[src/rtl/hazard_unit.sv]
// Load-use stall, redirect flush and EX forwarding-select generation for the
// 5-stage RV32I pipeline, driven by a two-entry (EX, MEM) destination scoreboard.
module hazard_unit #(
  parameter logic [1:0] WBSEL_MEM = 2'b01
) (
  input  logic        clk,
  input  logic        rst_n,
  input  logic [31:0] id_inst,
  input  logic        id_reg_wen,
  input  logic        id_rd_valid,
  input  logic [1:0]  id_wb_sel,
  input  logic        ex_redirect,
  output logic        stall,
  output logic        flush_id,
  output logic        bubble_ex,
  output logic [1:0]  fwd_a,
  output logic [1:0]  fwd_b,
  output logic [15:0] stall_cnt,
  output logic [15:0] flush_cnt
);

  localparam int unsigned REG_W = 5;
  localparam int unsigned CNT_W = 16;

  localparam logic [6:0] OPC_OP     = 7'b0110011;
  localparam logic [6:0] OPC_BRANCH = 7'b1100011;
  localparam logic [6:0] OPC_STORE  = 7'b0100011;
  localparam logic [6:0] OPC_OP_IMM = 7'b0010011;
  localparam logic [6:0] OPC_LOAD   = 7'b0000011;
  localparam logic [6:0] OPC_JALR   = 7'b1100111;

  localparam logic [1:0] FWD_RF  = 2'b00;
  localparam logic [1:0] FWD_MEM = 2'b01;
  localparam logic [1:0] FWD_WB  = 2'b10;

  logic             ex_valid_q, ex_valid_d;
  logic [REG_W-1:0] ex_rd_q, ex_rd_d;
  logic             ex_load_q, ex_load_d;
  logic             mem_valid_q;
  logic [REG_W-1:0] mem_rd_q;
  logic [1:0]       fwd_a_q, fwd_a_d, fwd_b_q, fwd_b_d;
  logic [CNT_W-1:0] stall_cnt_q, stall_cnt_d, flush_cnt_q, flush_cnt_d;

  logic [REG_W-1:0] rs1, rs2, rd;
  logic             use_rs1, use_rs2;
  logic             ex_hit_a, ex_hit_b, mem_hit_a, mem_hit_b;
  logic             load_use, writer, is_load;
  logic             unused_inst_bits;

  assign rs1 = id_inst[19:15];
  assign rs2 = id_inst[24:20];
  assign rd  = id_inst[11:7];
  assign unused_inst_bits = ^{id_inst[31:25], id_inst[14:12]};

  // Source usage by opcode; non-32-bit encodings and unknown opcodes use nothing.
  always_comb begin
    use_rs1 = 1'b0;
    use_rs2 = 1'b0;
    case (id_inst[6:0])
      OPC_OP, OPC_BRANCH, OPC_STORE: begin
        use_rs1 = 1'b1;
        use_rs2 = 1'b1;
      end
      OPC_OP_IMM, OPC_LOAD, OPC_JALR: use_rs1 = 1'b1;
      default: ;
    endcase
  end

  assign ex_hit_a  = use_rs1 && (rs1 != '0) && ex_valid_q  && (ex_rd_q  == rs1);
  assign ex_hit_b  = use_rs2 && (rs2 != '0) && ex_valid_q  && (ex_rd_q  == rs2);
  assign mem_hit_a = use_rs1 && (rs1 != '0) && mem_valid_q && (mem_rd_q == rs1);
  assign mem_hit_b = use_rs2 && (rs2 != '0) && mem_valid_q && (mem_rd_q == rs2);
  assign load_use  = ex_load_q && (ex_hit_a || ex_hit_b);

  assign writer  = id_reg_wen && id_rd_valid && (rd != '0);
  assign is_load = writer && (id_wb_sel == WBSEL_MEM);

  // A redirect discards the ID instruction, so it overrides any load-use stall.
  always_comb begin
    stall     = 1'b0;
    flush_id  = 1'b0;
    bubble_ex = 1'b0;
    if (ex_redirect) begin
      flush_id  = 1'b1;
      bubble_ex = 1'b1;
    end else if (load_use) begin
      stall     = 1'b1;
      bubble_ex = 1'b1;
    end
  end

  always_comb begin
    ex_valid_d  = 1'b0;
    ex_rd_d     = rd;
    ex_load_d   = 1'b0;
    fwd_a_d     = FWD_RF;
    fwd_b_d     = FWD_RF;
    stall_cnt_d = stall_cnt_q;
    flush_cnt_d = flush_cnt_q;
    if (!bubble_ex) begin
      ex_valid_d = writer;
      ex_load_d  = is_load;
      // Youngest producer wins; an EX hit here is never a load (that would stall).
      if (ex_hit_a)       fwd_a_d = FWD_MEM;
      else if (mem_hit_a) fwd_a_d = FWD_WB;
      if (ex_hit_b)       fwd_b_d = FWD_MEM;
      else if (mem_hit_b) fwd_b_d = FWD_WB;
    end
    if (stall && (stall_cnt_q != '1))
      stall_cnt_d = stall_cnt_q + CNT_W'(1);
    if (ex_redirect && (flush_cnt_q != '1))
      flush_cnt_d = flush_cnt_q + CNT_W'(1);
  end

  always_ff @(posedge clk or negedge rst_n) begin
    if (!rst_n) begin
      ex_valid_q  <= 1'b0;
      ex_rd_q     <= '0;
      ex_load_q   <= 1'b0;
      mem_valid_q <= 1'b0;
      mem_rd_q    <= '0;
      fwd_a_q     <= FWD_RF;
      fwd_b_q     <= FWD_RF;
      stall_cnt_q <= '0;
      flush_cnt_q <= '0;
    end else begin
      mem_valid_q <= ex_valid_q;
      mem_rd_q    <= ex_rd_q;
      ex_valid_q  <= ex_valid_d;
      ex_rd_q     <= ex_rd_d;
      ex_load_q   <= ex_load_d;
      fwd_a_q     <= fwd_a_d;
      fwd_b_q     <= fwd_b_d;
      stall_cnt_q <= stall_cnt_d;
      flush_cnt_q <= flush_cnt_d;
    end
  end

  assign fwd_a     = fwd_a_q;
  assign fwd_b     = fwd_b_q;
  assign stall_cnt = stall_cnt_q;
  assign flush_cnt = flush_cnt_q;

endmodule
[config.mk]
export PLATFORM = sky130hd
export DESIGN_NAME = hazard_unit
export DESIGN_NICKNAME = d
export VERILOG_FILES = /design/src/rtl/hazard_unit.sv
export SDC_FILE = /design/constraint.sdc
export NUM_CORES = 1
export LEC_CHECK = 0
export CORE_MARGIN = 2
export CORE_UTILIZATION = 45
export DETAILED_ROUTE_END_ITERATION = 16
export PLACE_DENSITY = 0.81
export SLEW_MARGIN = 10
export SYNTH_ARGS = -nofsm -noshare
export SYNTH_HDL_FRONTEND = slang
export SYNTH_SLANG_ARGS = --single-unit
[constraint.sdc]
create_clock -name clk -period 6.7 [get_ports clk]
set_input_delay 2.01 -clock clk [delete_from_list [all_inputs] [get_ports clk]]
set_output_delay 2.01 -clock clk [all_outputs]
set_load 0.01 [all_outputs]
==> flow_summary_export.csv <==
group,metric,value,unit
outcome,status,"complete, no violations",
synth,synthesis.area,2410,µm²
floorplan,io_pins,78,
global_route,grt_max_degree,50,
clock_network,cts_sinks,49,
sta,fin_tns_setup,0,ns
routing,vias,1861,
synth,synth_area_leaders,"dfrtp_1 (51%), xnor2_1 (9.5%), xor2_1 (8.4%)",
clock_network,cts_buffers,5,
sta,slew_headroom,29.8,%
cells_and_area,insertedDiodeCount,0,
power,switching_share,26.5,%
sta,hold_violations,0,
global_route,grt_pass1_wl,8630,µm
routing,drc,0,
routing,wl_per_cell,13.6,µm
hold_path,hold_start,"ex_valid_q$_DFF_PN0_",
synth,synth_fp_nets,262,
routing,postRouteWirelength,4930,µm
place,gp_congestion,0.847,
worst_setup_path,crit_required,4.69,ns
power,clkPwrFrac,26.5,%
routing,antenna_left,0,
synth,synth_cell_types,37,
floorplan,core-area,5140,µm²
worst_setup_path,regToRegSetupSlack,4.43,ns
worst_setup_path,cp-end-kind,"output port",
global_route,grt_pass1_vias,1885,
global_route,grt_usage,18.0,%
power,combinationalPowerShare,19.5,%
synth,synth-seq-cells,49,
worst_setup_path,critPathArrivalTime,4.38,ns
sta,final.setup.worst_slack,0.312,ns
worst_setup_path,reg2regPathDepth,6,
cells_and_area,nets,334,
power,internal_power,477,µW
worst_setup_path,cp_cell_sequence,"clkdlybuf4s50_1 -> and4bb_1 -> nand3_1 -> or4_4 -> nor2b_4 -> o21ai_1 -> clkdlybuf4s50_1",
hold_path,worstHoldPathType,"flip-flop to flip-flop",
power,switchingPower,172,µW
clock_network,cts_resized,0,
clock_network,cts_hold_buffers,0,
routing,firstDrtPassIters,4,
clock_network,tritoncts,"yes",
sta,fin_worst_skew,0.00728,ns
place,port_buffers,67,
clock_network,worstSkewPairLatency,0.30,ns
global_route,overflow,0,
clock_network,h-tree-depth,2,
sta,setup_violations,0,
place,dpl-instance-area,3140,µm²
worst_setup_path,r2r_start,"ex_rd_q[2]$_DFF_PN0_",
synth,ys_warn_count,0,
worst_setup_path,crit_top_cell,"clkdlybuf4s50_1",
power,pwr-share-seq,54.0,%
clock_network,cts.path.max_buffers,2,
clock_network,post_cts_buffers,0,
floorplan,fp.dieH,77.1,µm
synth,syn_avg_cell_area,10.9,µm²
worst_setup_path,r2r-end,"stall_cnt[1]$_DFFE_PN0P_",
sta,post-route-min-period,6.39,ns
worst_setup_path,startpoint,"id_inst[3]",
place,preCtsSetupSlack,0.308,ns
floorplan,die_area,5950,µm²
sta,drv_slew,0,
clock_network,cts_root_buf,"clkbuf_8",
power,peakVddDrop,0.217,mV
place,place_inst,356,
cells_and_area,syn_to_final_growth,33.9,%
sta,rsz0062_at_grt,"false",
place,hpwl,3740,µm
sta,worst_slew_pin_slew,1.05,ns
synth,yosysSeqAreaShare,50.9,%
worst_setup_path,cp_slowest_cell,"clkdlybuf4s50_1",
worst_setup_path,critical_path_class,"primary input to output port",
cells_and_area,drive_gt1_share,6.14,%
routing,drt_iter0_markers,57,
synth,synth.top_cell.area_share,50.9,%
worst_setup_path,path_max_fanout,17,
sta,fin_crit_sh,95.4,%
power,power.leakage,1.38,nW
synth,yosysTopAreaCell,"dfrtp_1",
power,cellPowerDensity,201,nW/µm²
synth,syn_inst,221,
cells_and_area,final_cells,363,
worst_setup_path,start_kind,"primary input",
floorplan,start_util,46.8,%
cells_and_area,fin_area,3220,µm²
routing,viasPerCell,5.13,
hold_path,whs_endpoint,"mem_valid_q$_DFF_PN0_",
global_route,antenna_found_initial,0,
power,total_power,649,µW
clock_network,path_clk_slew,0.08,ns
flow_run,drv_cap,0,
floorplan,std_cell_rows,26,
hold_path,whs_path_depth,0,
sta,fmax,0.157,GHz
floorplan,fp.dieW,77.1,µm
worst_setup_path,slowest_delay,0.58,ns
==> metal layers <==
layer	track usage, %	up-vias	wire, µm
li1	-	911	-
met1	24.7	896	2380
met2	28.5	49	2260
met3	4.47	5	236
met4	4.82	0	48
met5	0	-	0
==> cell usage in the layout (no fill, tap or decap), drive strengths merged, types with 3 or more instances in the layout <==
cell type / n
and2: 3
and3: 5
clkbuf: 7
clkdlybuf4s50: 66
dfrtp: 49
inv: 4
nand2: 19
nand3: 15
nand4: 9
nor2: 17
nor2b: 3
nor3: 11
nor4: 8
or4: 5
xnor2: 27
xor2: 23
==> worst max-delay path, delay by kind of cell <==
kind / cells / cell delay [ns]
AO/OA/AOI/OAI: 1 / 0.24
buffers and inverters: 2 / 0.99
AND/OR/NAND/NOR: 4 / 1.14
==> through the flow <==
stage | hold WS, ns | util, %
after floorplan | 0.373 | -
after global placement | 0.406 | 61.1
after detailed placement | 0.402 | 61.1
after CTS | 0.415 | 62.7
after global routing | 0.431 | 62.7
final | 0.407 | 62.7
==> Yosys cell counts (all sizes together) <==
cell / n
nor3: 11
and4bb: 1
nand3b: 1
and4: 2
nand2: 19
nand4: 9
or3: 1
o211ai: 1
nor4: 8
dfrtp: 49
nor2b: 3
inv: 4
nor3b: 1
nand3: 15
a211o: 1
or4: 5
a31oi: 1
nand2b: 1
a31o: 1
ha: 2
nor2: 17
xor2: 23
a41oi: 1
xnor2: 27
mux2: 2
nand4b: 2
o21ai: 1
o2111ai: 1
buf: 3
and2: 3
and3: 5
==> state kept, by name, indices dropped and copies added, names as in the netlist <==
name,count
flush_cnt,16
stall_cnt,16
ex_rd_q,5
mem_rd_q,5
fwd_a,2
fwd_b,2
ex_load_q,1
ex_valid_q,1
mem_valid_q,1
==> cell type report <==
class | instances | area (µm²)
Inverter | 4 | 15.0
Tap cell | 70 | 87.6
Sequential cell | 49 | 1230
Fill cell | 446 | 1920
Timing Repair Buffer | 68 | 673
Clock buffer | 7 | 86.3
Multi-Input combinational cell | 165 | 1140
==> kinds of logic after synthesis <==
family	after synthesis	share of synthesized area (%)
and+or+nand+nor	104	24.3
xor gates and xnor gates	50	18.5
DFF	49	50.9
AOI/OAI and AO/OA	7	2.24
buffers and inverters	7	1.87
muxes	2	1.09
adders and majority gates	2	1.04
==> worst max path at each step <==
stage,endpoint,slack [ns]
2_1_floorplan,bubble_ex,1.18
3_3_place_gp,bubble_ex,0.32
3_5_place_dp,bubble_ex,0.31
4_1_cts,bubble_ex,0.30
5_1_grt,bubble_ex,0.18
6_report,bubble_ex,0.31
==> power by group through the flow <==
stage	clock [mW]	sequential, mW	combinational [mW]
final	0.172	0.351	0.127
after global routing	0.188	0.353	0.140
after CTS	0.175	0.350	0.128
after detailed placement	0	0.354	0.127
after global placement	0	0.355	0.124
after floorplan	0	0.359	0.0452
Note: power is estimated with default switching activity, not from simulation.
